===== src/rtl/uart_mem_resp_tx_pkg.sv =====
// Shared definitions for the UART memory-response transmitter: byte FSM encodings,
// frame geometry and default baud divisor.
package uart_mem_resp_tx_pkg;

   typedef enum logic [2:0] {
      ST_IDLE   = 3'd0,
      ST_START  = 3'd1,
      ST_DATA   = 3'd2,
      ST_PARITY = 3'd3,
      ST_STOP   = 3'd4
   } tx_state_t;

   localparam int UART_FRAME_W      = 42;
   localparam int UART_NBYTES       = 6;
   localparam int UART_CLKS_PER_BIT = 434;

   function automatic logic even_parity(input logic [7:0] b);
      return ^b;
   endfunction

endpackage


===== src/rtl/uart_mem_resp_tx_byte.sv =====
// One-byte UART serializer (start, 8 data LSB first, optional even parity, stop).
// Parity bit present only when UART_MEM_TX_PARITY_EN is defined.
module uart_mem_resp_tx_byte
   import uart_mem_resp_tx_pkg::*;
#(
   parameter int CLKS_PER_BIT = UART_CLKS_PER_BIT
) (
   input  logic       clk,
   input  logic       reset_n,
   input  logic       i_load,
   input  logic [7:0] i_byte,
   output logic       o_tx,
   output logic       o_last
);

   localparam int             BW       = (CLKS_PER_BIT > 1) ? $clog2(CLKS_PER_BIT) : 1;
   localparam logic [BW-1:0]  BAUD_MAX = BW'(CLKS_PER_BIT - 1);

   tx_state_t     r_state;
   logic [BW-1:0] r_baud;
   logic [2:0]    r_bit;
   logic [7:0]    r_shift;
   logic          r_tx;
`ifdef UART_MEM_TX_PARITY_EN
   logic          r_par;
`endif
   logic          w_bit_end;

   assign w_bit_end = (r_baud == BAUD_MAX);
   assign o_last    = (r_state == ST_STOP) && w_bit_end;
   assign o_tx      = r_tx;

   always_ff @(posedge clk or negedge reset_n) begin
      if (!reset_n) begin
         r_state <= ST_IDLE;
         r_baud  <= '0;
         r_bit   <= '0;
         r_shift <= '0;
         r_tx    <= 1'b1;
`ifdef UART_MEM_TX_PARITY_EN
         r_par   <= 1'b0;
`endif
      end else begin
         r_baud <= (r_state == ST_IDLE || w_bit_end) ? '0 : r_baud + 1'b1;
         case (r_state)
            ST_IDLE: begin
               if (i_load) begin
                  r_state <= ST_START;
                  r_shift <= i_byte;
                  r_tx    <= 1'b0;
`ifdef UART_MEM_TX_PARITY_EN
                  r_par   <= even_parity(i_byte);
`endif
               end
            end
            ST_START: begin
               if (w_bit_end) begin
                  r_state <= ST_DATA;
                  r_bit   <= '0;
                  r_tx    <= r_shift[0];
               end
            end
            ST_DATA: begin
               if (w_bit_end) begin
                  if (r_bit == 3'd7) begin
`ifdef UART_MEM_TX_PARITY_EN
                     r_state <= ST_PARITY;
                     r_tx    <= r_par;
`else
                     r_state <= ST_STOP;
                     r_tx    <= 1'b1;
`endif
                  end else begin
                     r_bit   <= r_bit + 1'b1;
                     r_shift <= {1'b0, r_shift[7:1]};
                     r_tx    <= r_shift[1];
                  end
               end
            end
`ifdef UART_MEM_TX_PARITY_EN
            ST_PARITY: begin
               if (w_bit_end) begin
                  r_state <= ST_STOP;
                  r_tx    <= 1'b1;
               end
            end
`endif
            ST_STOP: begin
               // A load in the last stop cycle chains the next start bit with no idle gap
               if (w_bit_end) begin
                  if (i_load) begin
                     r_state <= ST_START;
                     r_shift <= i_byte;
                     r_tx    <= 1'b0;
`ifdef UART_MEM_TX_PARITY_EN
                     r_par   <= even_parity(i_byte);
`endif
                  end else begin
                     r_state <= ST_IDLE;
                  end
               end
            end
            default: begin
               r_state <= ST_IDLE;
               r_tx    <= 1'b1;
            end
         endcase
      end
   end

endmodule


===== src/rtl/uart_mem_resp_tx.sv =====
// Memory-response UART transmitter: serializes a zero-padded frame MSB byte first with a
// one-frame holding buffer and sticky overrun. Optional parity: UART_MEM_TX_PARITY_EN.
module uart_mem_resp_tx
   import uart_mem_resp_tx_pkg::*;
#(
   parameter int CLKS_PER_BIT = UART_CLKS_PER_BIT,
   parameter int FRAME_W      = UART_FRAME_W,
   parameter int NBYTES       = UART_NBYTES
) (
   input  logic               clk,
   input  logic               reset_n,
   input  logic [FRAME_W-1:0] frame_in,
   input  logic               frame_valid,
   input  logic               clr_overrun,
   output logic               uart_tx,
   output logic               busy,
   output logic               frame_done,
   output logic               overrun
);

   localparam int              PAD_W    = NBYTES * 8;
   localparam int              IDX_W    = $clog2(NBYTES + 1);
   localparam logic [IDX_W-1:0] IDX_LAST = IDX_W'(NBYTES);

   logic [PAD_W-1:0]   r_shreg;
   logic [IDX_W-1:0]   r_idx;
   logic [FRAME_W-1:0] r_buf;
   logic               r_buf_full;
   logic               r_busy;
   logic               r_done;
   logic               r_overrun;

   logic               w_last;
   logic               w_frame_end;
   logic               w_load;
   logic               w_load_frame;
   logic [PAD_W-1:0]   w_load_pad;
   logic [7:0]         w_byte;
   logic               w_to_buf;
   logic               w_drop;

   assign w_frame_end = r_busy && w_last && (r_idx == IDX_LAST);
   assign w_to_buf    = r_busy && frame_valid && !w_frame_end && !r_buf_full;
   assign w_drop      = r_busy && frame_valid && !w_frame_end && r_buf_full;

   // A new frame starts either from idle or seamlessly at the end of the current frame,
   // taking the buffered frame ahead of one arriving in the same cycle.
   always_comb begin
      w_load_frame = 1'b0;
      w_load_pad   = '0;
      if (!r_busy) begin
         if (frame_valid) begin
            w_load_frame = 1'b1;
            w_load_pad   = PAD_W'(frame_in);
         end
      end else if (w_frame_end) begin
         if (r_buf_full) begin
            w_load_frame = 1'b1;
            w_load_pad   = PAD_W'(r_buf);
         end else if (frame_valid) begin
            w_load_frame = 1'b1;
            w_load_pad   = PAD_W'(frame_in);
         end
      end
      w_load = w_load_frame || (r_busy && w_last && !w_frame_end);
      w_byte = w_load_frame ? w_load_pad[PAD_W-1 -: 8] : r_shreg[PAD_W-1 -: 8];
   end

   always_ff @(posedge clk or negedge reset_n) begin
      if (!reset_n) begin
         r_shreg    <= '0;
         r_idx      <= '0;
         r_buf      <= '0;
         r_buf_full <= 1'b0;
         r_busy     <= 1'b0;
         r_done     <= 1'b0;
         r_overrun  <= 1'b0;
      end else begin
         r_done <= w_frame_end;
         if (w_load_frame) begin
            r_shreg <= w_load_pad << 8;
            r_idx   <= IDX_W'(1);
            r_busy  <= 1'b1;
         end else if (w_load) begin
            r_shreg <= r_shreg << 8;
            r_idx   <= r_idx + 1'b1;
         end else if (w_frame_end) begin
            r_busy  <= 1'b0;
         end

         if (w_frame_end && r_buf_full) begin
            r_buf_full <= frame_valid;
            if (frame_valid) r_buf <= frame_in;
         end else if (w_to_buf) begin
            r_buf      <= frame_in;
            r_buf_full <= 1'b1;
         end

         r_overrun <= w_drop | (r_overrun & ~clr_overrun);
      end
   end

   assign busy       = r_busy;
   assign frame_done = r_done;
   assign overrun    = r_overrun;

   uart_mem_resp_tx_byte #(
      .CLKS_PER_BIT(CLKS_PER_BIT)
   ) u_byte (
      .clk    (clk),
      .reset_n(reset_n),
      .i_load (w_load),
      .i_byte (w_byte),
      .o_tx   (uart_tx),
      .o_last (w_last)
   );

endmodule


===== config.mk =====
export PLATFORM = sky130hd
export DESIGN_NAME = uart_mem_resp_tx
export DESIGN_NICKNAME = d
export VERILOG_FILES = /design/src/rtl/uart_mem_resp_tx_pkg.sv /design/src/rtl/uart_mem_resp_tx_byte.sv /design/src/rtl/uart_mem_resp_tx.sv
export SDC_FILE = /design/constraint.sdc
export NUM_CORES = 1
export LEC_CHECK = 0
export CELL_PAD_IN_SITES_DETAIL_PLACEMENT = 2
export CELL_PAD_IN_SITES_GLOBAL_PLACEMENT = 2
export CORE_AREA = 2 2 122 124
export DETAILED_ROUTE_END_ITERATION = 7
export DIE_AREA = 0 0 124 126
export PLACE_DENSITY = 0.88
export RECOVER_POWER = 50
export SETUP_SLACK_MARGIN = 0.4
export SLEW_MARGIN = 30
export SYNTH_ARGS = -nofsm -noshare
export SYNTH_HDL_FRONTEND = slang
export SYNTH_SLANG_ARGS = --single-unit

===== constraint.sdc =====
create_clock -name clk -period 3 [get_ports clk]
set_input_delay 0.6 -clock clk [delete_from_list [all_inputs] [get_ports clk]]
set_output_delay 0.6 -clock clk [all_outputs]
set_load 0.1 [all_outputs]

# Word-level counts from Yosys, hierarchy flattened
# Cells that the tools add are included.
op_classes:
  eq_ne: 14
  n_addsub: 3
  bitwise: 3
  n_mux: 44
  reduce_logical: 25
op_table:
  columns: ["op", "n"]
  rows:
  - ["2-to-1 mux 48 bit", 5]
  - ["2-to-1 mux 42 bit", 4]
  - ["2-to-1 mux 8 bit", 5]
  - ["2-to-1 mux 3 bit", 10]
  - ["case mux 8 bit (3 select lines)", 1]
  - ["2-to-1 mux 1 bit", 15]
  - ["case mux 3 bit (4 select lines)", 1]
  - ["!= test 2 x 1 -> 1 bit, second input constant", 5]
  - ["adder 9 x 1 -> 9 bit, second input constant", 1]
  - ["equality test 3 bit, second input constant", 3]
  - ["equality test 9 bit, second input constant", 1]
  - ["logical AND 1 bit", 9]
  - ["2-to-1 mux 9 bit", 1]
  - ["AND reduction 4 bit", 2]
  - ["nonzero test 2 bit", 4]
  - ["adder 3 x 1 -> 3 bit, second input constant", 2]
  - ["!= test 2 bit, second input constant", 3]
  - ["case mux 3 bit (2 select lines)", 1]
  - ["AND reduction 5 bit", 1]
  - ["case mux 1 bit (4 select lines)", 1]
  - ["AND reduction 2 bit", 2]
  - ["equality test 3 x 1 -> 1 bit, second input constant", 1]
  - ["equality test 3 x 2 -> 1 bit, second input constant", 1]
  - ["zero test 3 bit", 1]
  - ["other kinds (7)", 9]
totals:
  word_cells: 101
  ff_bits: 121
  out_inout_bits: 4
  input_bits: 46

# Depth between registers and ports, before layout
depth:
  ltp_word: 10
  ltp_mapped: 10
  ltp_nobuf: 7

# Modules after synthesis
# A second synthesis with hierarchy kept.
unflattened:
  hier_cells: 485
  area_unflattened_um2: 5666.7
by_module_without_submodules:
  columns: ["mod", "seq_area_each_um2", "instances", "cells_per_inst", "area_per_inst_um2"]
  rows:
  - ["uart_mem_resp_tx", 2227.1, 1, 371, 4364.2]
  - ["uart_mem_resp_tx_byte", 601.8, 1, 114, 1302.5]

# Worst setup path before layout
# Ideal clock, no wire load.
synth_timing:
  kind: "register to register"
  from: "register r_busy (netlist: busy)"
  to: "register u_byte.r_shift[3]"
  required_ns: 2.875
  setup_ns: 0.125
  path_stages_with_launch: 7
  setup_slack_ns: 0.527
  arrival_time_ns: 2.349
  period_less_slack_ns: 2.473
  path_buffers: 2
  cell_sequence: "dfrtp_1 -> buf_2 -> inv_1 -> and4b_1 -> o22ai_1 -> clkbuf_1 -> mux2_2"
synth_via:
  elab_chain_len: 8
  word_cells_on_any_way: 13
  cone_classes: "mux (8); reduce/logical (5)"
synth_lines:
  columns: ["element", "line_no", "source"]
  rows:
  - ["from (decl)", "uart_mem_resp_tx.sv:29", "logic r_busy;"]
  - ["from (signal assigned)", "uart_mem_resp_tx.sv:75", "r_busy <= 1'b0;"]
  - ["from (signal assigned)", "uart_mem_resp_tx.sv:83", "r_busy <= 1'b1;"]
  - ["from (signal assigned)", "uart_mem_resp_tx.sv:88", "r_busy <= 1'b0;"]
  - ["logical AND 1 bit", "uart_mem_resp_tx.sv:42, uart_mem_resp_tx.sv:65", null]
  - ["logical AND 1 bit", "uart_mem_resp_tx.sv:42", "assign w_frame_end = r_busy && w_last && (r_idx == IDX_LAST);"]
  - ["2-to-1 mux 48 bit, or another cell as far along (2 in a row)", null, null]
  - ["2-to-1 mux 8 bit or logical OR 1 bit (tied branches)", "uart_mem_resp_tx.sv:66, uart_mem_resp_tx.sv:65", null]
  - ["2-to-1 mux 8 bit *", "uart_mem_resp_tx_byte.sv:47, uart_mem_resp_tx_byte.sv:91", null]
  - ["2-to-1 mux 8 bit", "uart_mem_resp_tx_byte.sv:90", "if (w_bit_end) begin"]
  - ["case mux 8 bit (3 select lines) *", "uart_mem_resp_tx_byte.sv:45", "case (r_state)"]
  - ["to (signal assigned)", "uart_mem_resp_tx_byte.sv:49", "r_shift <= i_byte;"]
  - ["to (signal assigned)", "uart_mem_resp_tx_byte.sv:75", "r_shift <= {1'b0, r_shift[7:1]};"]
  - ["to (signal assigned)", "uart_mem_resp_tx_byte.sv:93", "r_shift <= i_byte;"]
  - ["to (decl)", "uart_mem_resp_tx_byte.sv:22", "logic [7:0] r_shift;"]
# Every way passes the cells marked *; elsewhere a longest branch is shown, timed or not. The select of a mux whose other input is x is not followed.
# A chain may end at the register's enable or synchronous reset.

# Final worst setup path
layout_timing:
  from: "register u_byte.r_baud[1]"
  to: "register r_buf[30]"
layout_via:
  elab_chain_len: 9
  word_cells_on_any_way: 12
  cone_classes: "eq/ne (2); mux (1); reduce/logical (9)"
layout_lines:
  columns: ["element", "line_no", "source"]
  rows:
  - ["from (decl)", "uart_mem_resp_tx_byte.sv:20", "logic [BW-1:0] r_baud;"]
  - ["from (signal assigned)", "uart_mem_resp_tx_byte.sv:44", "r_baud <= (r_state == ST_IDLE || w_bit_end) ? '0 : r_baud + 1'b1;"]
  - ["equality test 9 bit *", "uart_mem_resp_tx_byte.sv:29", "assign w_bit_end = (r_baud == BAUD_MAX);"]
  - ["logical AND 1 bit *", "uart_mem_resp_tx_byte.sv:30", "assign o_last = (r_state == ST_STOP) && w_bit_end;"]
  - ["logical AND 1 bit * (2 in a row)", "uart_mem_resp_tx.sv:42", null]
  - ["zero test 1 bit", "uart_mem_resp_tx.sv:43", "assign w_to_buf = r_busy && frame_valid && !w_frame_end && !r_buf_full;"]
  - ["logical AND 1 bit (2 in a row)", "uart_mem_resp_tx.sv:43", null]
  - ["nonzero test 2 bit (no line)", null, null]
  - ["AND reduction 2 bit (no line)", null, null]
  - ["to (signal assigned)", "uart_mem_resp_tx.sv:93", "if (frame_valid) r_buf <= frame_in;"]
  - ["to (signal assigned)", "uart_mem_resp_tx.sv:95", "r_buf <= frame_in;"]
  - ["to (decl)", "uart_mem_resp_tx.sv:27", "logic [FRAME_W-1:0] r_buf;"]
# Every way passes the cells marked *; elsewhere a longest branch is shown, timed or not.

==> impl_metrics.tcl <==
set metrics [dict create \
    status "finished, final reports clean" \
    dp_hpwl_mm 10.1 \
    nFillCells 1471 \
    first_iter_violations 173 \
    wirelength_mm 16.4 \
    synth_edf_count 0 \
    yosys.cell_types.count 54 \
    fin_skew_ps 8.45 \
    vdd_drop_max_mv 0.401 \
    fin_crit_ps 2450 \
    grt_use_total 0.226 \
    crit_chain "inv_1 > ha_1 > nand4b_1 > buf_4 > nor4_4 > xnor2_1 > nand3_2 > buf_12 > mux2_1" \
    viasPerCell 5.51 \
    cp_max_fo 40 \
    cp.arrival_ps 2750 \
    drv_slew 0 \
    place_inst 708 \
    hold_buffers 0 \
    cts_tree "yes" \
    first_pass_iters 4 \
    worst_pin_slew_ps 1240 \
    via_count 4071 \
    fin_tns_setup_ps 0 \
    cap_viol_max_count 0 \
    layout_setup_ws_ps 551 \
    avgSynthCellArea_um2 10.9 \
    max_freq_mhz 408 \
    gp_congestion 0.835 \
    setup.worst_path.class "register to register" \
    cts-root-buf "clkbuf_16" \
    drive_gt1_frac 0.168 \
    yosys_warnings 0 \
    chipHeight_um 126 \
    grt-ovfl-total 0 \
    slew_headroom 0.170 \
    die_w_um 124 \
    wl_per_cell_um 22.1 \
    syn_inst 491 \
    r2r_slack_ps 550 \
    place_ws_ps 222 \
    ctsResizeCount 0 \
    grt_first_pass_wirelength_mm 26.2 \
    cpMaxStageDelayCell "dfrtp_1" \
    setup_viol 0 \
    rsz0062_at_grt "false" \
    grt_pass1_vias 4771 \
    start_util 0.373 \
    post_cts_buffers 0 \
    cp-end-kind "register" \
    core_area_um2 14300 \
    syn_area_um2 5350 \
    grt_max_degree 57 \
    antenna_found_initial 0 \
    final_hold_viol_count 0 \
    boundaryPins 50 \
    fin_cells 739 \
    htree_num_levels 4 \
    die_area_um2 15600 \
    worstPathRequired_ps 3300 \
    critPathLaunchType "register" \
    ys_seq_elements 113 \
    fp-row-count 44 \
    slowest_delay_ps 430 \
    synthArstFlopShare 1.00 \
    ctsLongestPathBuffers 2 \
    p_per_area_nw_per_um2 579 \
    post-route-period-util 0.816 \
    drc 0 \
    p_leak_nw 2.94 \
    numPortBuffers 49 \
    synth_nets 543 \
    nNetsFinal 595 \
    area_delta_synth_final_pct 23.8 \
    clk_pin_slew_ps 60 \
    r2r-end "r_buf[30]" \
    antenna_left 0 \
    cts_sinks 113 \
    yosysSeqAreaShare 0.529 \
    diodes 0 \
    clkLatencyLatePin_ps 430 \
    numCtsBuffers 17 \
    r2r-start "u_byte.r_baud[1]" \
    synthFlopType "dfrtp_1" \
    ff2ff_path_depth 9 \
    min_path_type "primary input to async pin" \
]
-- worst max path at each step --
| stage | startpoint | endpoint | slack [ps] | cells after the start |
|---|---|---|---|---|
| 6_report | u_byte.r_baud[1] | r_buf[30] | 550 | 9 |
| 3_3_place_gp | frame_valid | u_byte.r_shift[4] | 370 | 5 |
| 3_5_place_dp | frame_valid | u_byte.r_shift[6] | 220 | 5 |
| 4_1_cts | u_byte.r_baud[1] | r_shreg[47] | 450 | 8 |
| 5_1_grt | u_byte.r_baud[1] | r_buf[17] | 430 | 9 |
| 2_1_floorplan | busy | u_byte.r_shift[3] | 530 | 6 |
-- routing by layer --
metal / up-vias / wire length (um) / track usage
met3: 31 / 489 / 0.0516
met2: 82 / 8950 / 0.402
li1: 1842 / - / -
met4: 0 / 475 / 0.0965
met5: - / 0 / 0
met1: 2116 / 6440 / 0.255
-- state kept, by name, summed over array words and instances, names as in the netlist --
signal / flops
u_byte.r_shift: 8
r_shreg: 40
u_byte.o_tx: 1
u_byte.r_bit: 3
u_byte.r_baud: 9
r_idx: 3
r_buf: 42
busy: 1
r_buf_full: 1
frame_done: 1
u_byte.r_state: 3
overrun: 1
-- Yosys cell counts, types with 5 or more instances --
| cell | instances | area share |
|---|---|---|
| nand3_2 | 9 | 0.017 |
| clkbuf_1 | 8 | 0.0056 |
| buf_4 | 6 | 0.0084 |
| nand2_1 | 82 | 0.058 |
| ha_1 | 6 | 0.014 |
| a22oi_1 | 29 | 0.041 |
| o21ai_1 | 7 | 0.0066 |
| mux2_2 | 14 | 0.029 |
| dfrtp_1 | 112 | 0.52 |
| nor2_1 | 22 | 0.015 |
| inv_1 | 8 | 0.0056 |
| mux2i_1 | 11 | 0.021 |
| buf_2 | 15 | 0.014 |
| nand3_1 | 31 | 0.029 |
| o22ai_1 | 5 | 0.0059 |
| o21ai_0 | 6 | 0.0056 |
| mux2_1 | 35 | 0.074 |
| a21oi_1 | 11 | 0.010 |
| xor2_1 | 6 | 0.0098 |
| o21ai_2 | 9 | 0.015 |
-- area by class of cell --
type,instances,area (um2),area share
Sequential cell,113,2830,0.427
Multi-Input combinational cell,339,2340,0.354
Timing Repair Buffer,64,606,0.0915
Clock buffer,22,474,0.0717
Tap cell,184,230,0.0348
Clock inverter,9,108,0.0163
Inverter,8,30.0,0.00454
-- where the power goes --
part / total (mW) / internal [mW] / leakage, nW / switching, mW
Sequential: 1.64 / 1.59 / 1.31 / 0.0420
Combinational: 0.190 / 0.0993 / 1.36 / 0.0908
Clock: 2.00 / 1.28 / 0.270 / 0.727
Total: 3.83 / 2.97 / 2.94 / 0.859
-- cell usage in the layout (no fill, tap or decap), drive strengths merged, types with 2 or more instances in the layout --
cell type	count
nand2b	4
clkdlybuf4s50	44
a22o	3
a311oi	3
nor4	2
nand4	2
xor2	6
or3	3
buf	16
ha	6
a221oi	3
clkinv	2
dfrtp	112
or2	3
clkbuf	26
nor2	22
mux2i	11
nand2	82
bufinv	2
a21o	2
and2	3
o21ai	22
nand3	40
o22ai	5
a22oi	29
a21oi	13
mux2	49
or3b	3
inv	8
nor3	5
xnor2	3
nor2b	3
clkinvlp	5
-- worst max-delay path, delay by kind of cell, from the launching register on --
family	cells	cell delay [ps]
AND/OR/NAND/NOR	3	600
multiplexers	1	360
adder cells (fa/ha/maj)	1	150
flip-flops	1	430
XOR/XNOR	1	190
buffers and inverters	3	540
-- logic make-up (layout without fill, tap and decap cells) --
group / count (synthesis) / after routing / share of synthesized area
XOR/XNOR: 9 / 9 / 0.0147
adder cells (fa/ha/maj): 6 / 6 / 0.0140
flip-flops: 113 / 113 / 0.529
AO/OA/AOI/OAI: 86 / 86 / 0.116
multiplexers: 60 / 60 / 0.124
buffers and inverters: 39 / 103 / 0.0379
AND/OR/NAND/NOR: 178 / 178 / 0.164
-- per-stage QoR --
stage / utilization / power, mW / hold WS, ps / cell area [um2]
6_report: 0.462 / 3.83 / 416 / 6620
5_1_grt: 0.462 / 3.96 / 519 / 6620
4_1_cts: 0.462 / 3.87 / 210 / 6610
3_5_place_dp: 0.421 / 1.85 / 473 / 6030
3_3_place_gp: 0.421 / 1.83 / 466 / 6020
2_1_floorplan: - / 1.71 / 304 / 5350
Power figures use the tool's default switching activity.
==> variant 1 (config.mk and constraints unchanged) <==
The option `UART_MEM_TX_PARITY_EN` is turned on by a define.
--- a/src/rtl/uart_mem_resp_tx_byte.sv
+++ b/src/rtl/uart_mem_resp_tx_byte.sv
@@ -1,5 +1,7 @@
 // One-byte UART serializer (start, 8 data LSB first, optional even parity, stop).
 // Parity bit present only when UART_MEM_TX_PARITY_EN is defined.
+`define UART_MEM_TX_PARITY_EN
+
 module uart_mem_resp_tx_byte
    import uart_mem_resp_tx_pkg::*;
 #(
Behaviour: same outputs for any inputs over 10 cycles, from zero or initial values and one cycle with reset_n low; that may be too few to reach the edited logic, so the function may still have changed.
==> variant 1 against the original RTL <==
  * The run now ends with capacitance limit, slew limit left
  * Setup slack worse by 170 ps
  * Routed wire length up 24%
  * Count of clock-buffer cells in the layout unchanged
  * Cell area up 7.1%
  * Synthesized area up 6.6%
  * Total power down 7.0%
  * Critical path depth unchanged
  * Non-clock buffer count up 11
  * Die area unchanged
  * Sequential cell count up 1
  * Largest cell class unchanged
==> variant 1: results (changes against the original RTL) <==
Slew Limit Fails -> 37 (+37)
Syn Nets -> 552 (+1.7%)
Max-cap viol count -> 1 (+1)
Final Net Count -> 614 (+3.2%)
Via count -> 4,458 (+9.5%)
Drt total wl -> 20.28 mm (+24%)
Max Clock Skew -> 9.488 ps (+1.036 ps)
DP Wirelength -> 11.06 mm (+9.1%)
Pleak -> 3.377 nW (+15%)
Failing checks -> capacitance limit, slew limit
CTS root buf -> clkbuf_16
Asr flop ratio synth -> 100.0% (unchanged)
VDD IR-drop max -> 0.3561 mV (-11%)
Top cells by area, synth -> dfrtp_1 (50%), mux2_4 (10%), o221a_2 (5.7%)
Synth warnings -> 0 (unchanged)
Slew margin rel. -> -48.98% (-66 points)
Top Registers -> r_buf: 42 flops, r_shreg: 40 flops, u_byte.r_baud: 9 flops
H-Tree Depth -> 4 (unchanged)
Status -> complete, but fails checks
Fillers -> 1,426 (-3.1%)
Commonest cells post-synth -> dfrtp_1 (113), nor2_1 (78), a21oi_1 (51)
Sequential-to-total area share from yosys stat -> 50.11% (-2.8 points)
Worst skew pair latency -> 430 ps (about the same)
Inst Count DP -> 717 (+1.3%)
Diodes inserted -> 0 (unchanged)
Crit path max fanout -> 12 (-70%)
Clock buffer depth -> 2 (unchanged)
Vias in the first global route -> 5,105 (+7.0%)
Global placer's final weighted congestion -> 0.7862 (-5.8%)
Pre-Repair DR Iteration Count -> 5 (+1)
CP Data Arrival Time -> 2930 ps (+180 ps)
Initial drt markers -> 347 (+100%)
Pin count of the biggest net entering global routing -> 58 (+1.8%)
HP Class -> reg2reg
Hold Path Depth -> 1
Synth cell types -> 49 (-9.3%)
Count of non-filler cells in the finished layout -> 756 (+2.3%)
Share of cells above drive strength 1 -> 26.05% (+9.3 points)
First-pass GRT wire length -> 31.28 mm (+19%)
Gr usage total -> 27.56% (+5.0 points)
Post-Syn Area per Cell -> 11.39 um2 (+4.6%)
## variant 1: cell count changes in the layout (fill, tap and decap cells not counted), sizes merged, moves of 11 or more
cell	unedited run	this run
nor2	22	78
nand2	82	31
a21oi	13	51
nand3	40	9
o221a	0	30
a22oi	29	2
xnor2	3	14
## variant 1: power breakdown
| part | leakage [nW] | switching [mW] | internal, mW |
|---|---|---|---|
| Clock | 0.255 | 0.722 | 1.14 |
| Combinational | 1.60 | 0.0785 | 0.0692 |
| Sequential | 1.52 | 0.00863 | 1.55 |
| Total | 3.38 | 0.809 | 2.75 |
## variant 1: cells by family (layout without fill, tap and decap cells)
kind of cell / count (synthesis) / count (layout) / synth area share [%]
muxes: 66 / 66 / 15.29
xor gates and xnor gates: 17 / 17 / 2.614
and+or+nand+nor: 144 / 144 / 12.06
AOI/OAI and AO/OA: 110 / 110 / 14.39
DFF: 114 / 114 / 50.11
buffers and inverters: 43 / 115 / 4.218
adders and majority gates: 6 / 6 / 1.318
## variant 1: metrics by stage
step	cell area, um2	worst slack [ps]
after global routing	7084	170.1
after floorplan	5702	401.9
after global placement	6375	383.0
after CTS	7058	422.3
after detailed placement	6380	218.0
final	7084	380.0
## variant 1: repair_timing
item,CTS,global route
buffers inserted,5,2
cloned,2,1
setup endpoints to repair,72,41
resized for setup,10,4
pin swaps,2,3
## variant 1: cell type report
type                    count  area (um2)  area share [%]
inverters                  11       41.29          0.5828
repair buffers             75       783.3           11.06
multi-input cells         343        2651           37.42
flip-flops and latches    114        2861           40.39
clock buffers              22       454.2           6.411
well taps                 184       230.2           3.250
clock inverters             7       62.56          0.8831
## variant 1: critical path, cell delays in order (launching register included)
cell      delay (ps)
dfrtp_1          410
inv_1            110
ha_4             160
nand4b_4         110
or4_4            580
and3_4           210
o21ai_4          240
buf_12           180
buf_12           170
mux2_4           320
## variant 1: final timing paths
check | to | startpoint | slack [ps]
max in group asynchronous | busy$_DFFE_PN0P_ | reset_n | 580
hold reg to reg | u_byte.r_shift[3]$_DFFE_PN0P_ | u_byte.r_shift[3]$_DFFE_PN0P_ | 490
hold / removal | u_byte.r_shift[3]$_DFFE_PN0P_ | u_byte.r_shift[3]$_DFFE_PN0P_ | 490
setup reg to reg | r_buf[26]$_DFFE_PN0P_ | u_byte.r_baud[1]$_DFF_PN0_ | 380
setup / recovery | r_buf[26]$_DFFE_PN0P_ | u_byte.r_baud[1]$_DFF_PN0_ | 380
min in group asynchronous | u_byte.r_baud[1]$_DFF_PN0_ | reset_n | 830
## variant 1: layer usage
layer / up-vias / share of wire [%] / track usage, %
met5: - / 0 / 0
li1: 1913 / - / -
met4: 0 / 3.5 / 12.36
met2: 146 / 52 / 46.25
met3: 47 / 3.8 / 5.661
met1: 2352 / 41 / 33.99
==> variant 2 (config.mk and constraints unchanged) <==
Without the edit above. The output `frame_done` loses its register stage (`r_done` becomes a continuous assignment).
--- a/src/rtl/uart_mem_resp_tx.sv
+++ b/src/rtl/uart_mem_resp_tx.sv
@@ -73,10 +73,8 @@
          r_buf      <= '0;
          r_buf_full <= 1'b0;
          r_busy     <= 1'b0;
-         r_done     <= 1'b0;
          r_overrun  <= 1'b0;
       end else begin
-         r_done <= w_frame_end;
          if (w_load_frame) begin
             r_shreg <= w_load_pad << 8;
             r_idx   <= IDX_W'(1);
@@ -100,6 +98,8 @@
       end
    end
 
+   assign r_done = w_frame_end;
+
    assign busy       = r_busy;
    assign frame_done = r_done;
    assign overrun    = r_overrun;
Check against the original RTL: no difference found for any inputs over 10 cycles, from zero or initial values and one cycle with reset_n low; that may be too few to reach the edited logic, so the function may still have changed.
==> variant 2 against the original RTL <==
  * Total power down 16%
  * Critical path type is now reg2out
  * First-iteration DRC count up 24%
  * Non-clock buffer count up 10
  * Global-route usage down 1.1 points
  * Synthesized area down 0.47%
  * Largest cell class unchanged
  * Setup slack worse by 300 ps
  * Routed wire length down 3.1%
  * Via count down 0.71%
  * Maximum frequency down 11%
  * Sequential cell count down 1
  * Cell area down 2.4%
  * Clock skew up 0.94 ps
==> variant 2: results (changes against the original RTL) <==
Compound-Gate Fraction of Synth Area -> 11.64% (+0.055 points)
Commonest cells post-synth -> dfrtp_1 (111), nand2_1 (82), mux2_1 (35)
Global placer's final weighted congestion -> 0.7816 (-6.4%)
Syn Nets -> 542 (-0.18%)
DP Wirelength -> 10.27 mm (+1.4%)
CTS root buf -> clkbuf_16
First-pass GRT wire length -> 25.59 mm (-2.4%)
Max Clock Skew -> 9.392 ps (+0.9400 ps)
Slowest-stage cell, CP -> dfrtp_1
Final Net Count -> 596 (+0.17%)
Worst-path clk slew -> 70 ps
Initial drt markers -> 214 (+24%)
CP top delay family -> simple AND/OR/NAND/NOR gates
Share of cells above drive strength 1 -> 17.12% (+0.37 points)
Inst Count DP -> 703 (-0.71%)
Pin count of the biggest net entering global routing -> 48 (-16%)
Crit path max fanout -> 2 (-95%)
Gr usage total -> 21.44% (-1.1 points)
Mux contribution to synthesized area -> 12.44% (+0.058 points)
Slowest stage delay, CP -> 410 ps (-20 ps)
Post-Syn Area per Cell -> 10.86 um2 (-0.27%)
Post-synthesis register bit count -> 112 (-0.88%)
Status -> finished clean
Top Registers -> r_buf: 42 flops, r_shreg: 40 flops, u_byte.r_baud: 9 flops
Vias in the first global route -> 4,723 (-1.0%)
Post-CTS setup buffers -> 8 (+8)
DP Area -> 6003 um2 (-0.44%)
Worst skew pair latency -> 360 ps (-70 ps)
Sequential-to-total area share from yosys stat -> 52.70% (-0.22 points)
Internal power -> 2.503 mW (-16%)
Drt total wl -> 15.85 mm (-3.1%)
HP Class -> in2async
Adder-cell area share of the yosys netlist -> 1.411% (+0.0066 points)
Synth Area in XOR/XNOR -> 1.482% (+0.0069 points)
Via count -> 4,042 (-0.71%)
Pleak -> 2.829 nW (-3.8%)
Cts bufs inserted -> 9 (-8)
Slew margin rel. -> 20.60% (+3.6 points)
Post-Place Worst Slack -> 275.4 ps (+53.50 ps)
Top cells by area, synth -> dfrtp_1 (52%), mux2_1 (7.4%), nand2_1 (5.8%)
Count of non-filler cells in the finished layout -> 733 (-0.81%)
H-Tree Depth -> 3 (-1)
Post-CTS resize count -> 9 (+9)
CP Data Arrival Time -> 2150 ps (-600 ps)
VDD IR-drop max -> 0.3064 mV (-23%)
Clock buffer depth -> 2 (unchanged)
Fillers -> 1,509 (+2.6%)
variant 2: cell count changes after synthesis:
| cell | delta |
|---|---|
| dfrtp_1 | -1 |
variant 2: path summary, 6_finish.rpt:
path	cells after the start	from	slack, ps	to
worst max register to register	8	u_byte.r_baud[1]$_DFF_PN0_	450	r_shreg[44]$_DFFE_PN0P_
max in group asynchronous	2	reset_n	1200	u_byte.r_baud[0]$_DFF_PN0_
min in group clk	2	r_shreg[36]$_DFFE_PN0P_	480	r_shreg[36]$_DFFE_PN0P_
worst min-delay path	1	reset_n	210	r_buf[41]$_DFFE_PN0P_
worst max-delay path	8	u_byte.r_baud[1]$_DFF_PN0_	250	frame_done
worst min register to register	2	r_shreg[36]$_DFFE_PN0P_	480	r_shreg[36]$_DFFE_PN0P_
variant 2: routing by layer:
layer	track usage [%]	vias up	part of all wire (%)	wire, um
met4	5.552	0	2.0	318
met5	0	-	0	0
li1	-	1831	-	-
met2	39.79	70	55	8752
met3	3.850	27	2.7	433
met1	25.12	2114	40	6340
variant 2: worst reg2reg max path: stages, from the launching register on:
cell and delay (ps):
dfrtp_1 410, inv_1 90, ha_1 150, nand4b_1 130, buf_4 190, or3_1 500, or2_1 570, mux2i_1 270
a21oi_1 90
variant 2: layout make-up:
cell class                 count  area [um2]  area share (%)
clock inverter                 5       112.6           1.744
sequential                   112        2809           43.51
tap                          184       230.2           3.566
clock buffer                  11       232.7           3.605
timing repair buffer          74       689.4           10.68
inverter                       8       33.78          0.5233
multi-input combinational    339        2349           36.38
variant 2: power by group through the flow:
stage	logic [mW]	registers (mW)	clock network [mW]
after floorplan	0.0620	1.64	0
after global placement	0.183	1.63	0
after detailed placement	0.195	1.64	0
after CTS	0.198	1.61	1.43
after global routing	0.208	1.62	1.49
final	0.187	1.61	1.41
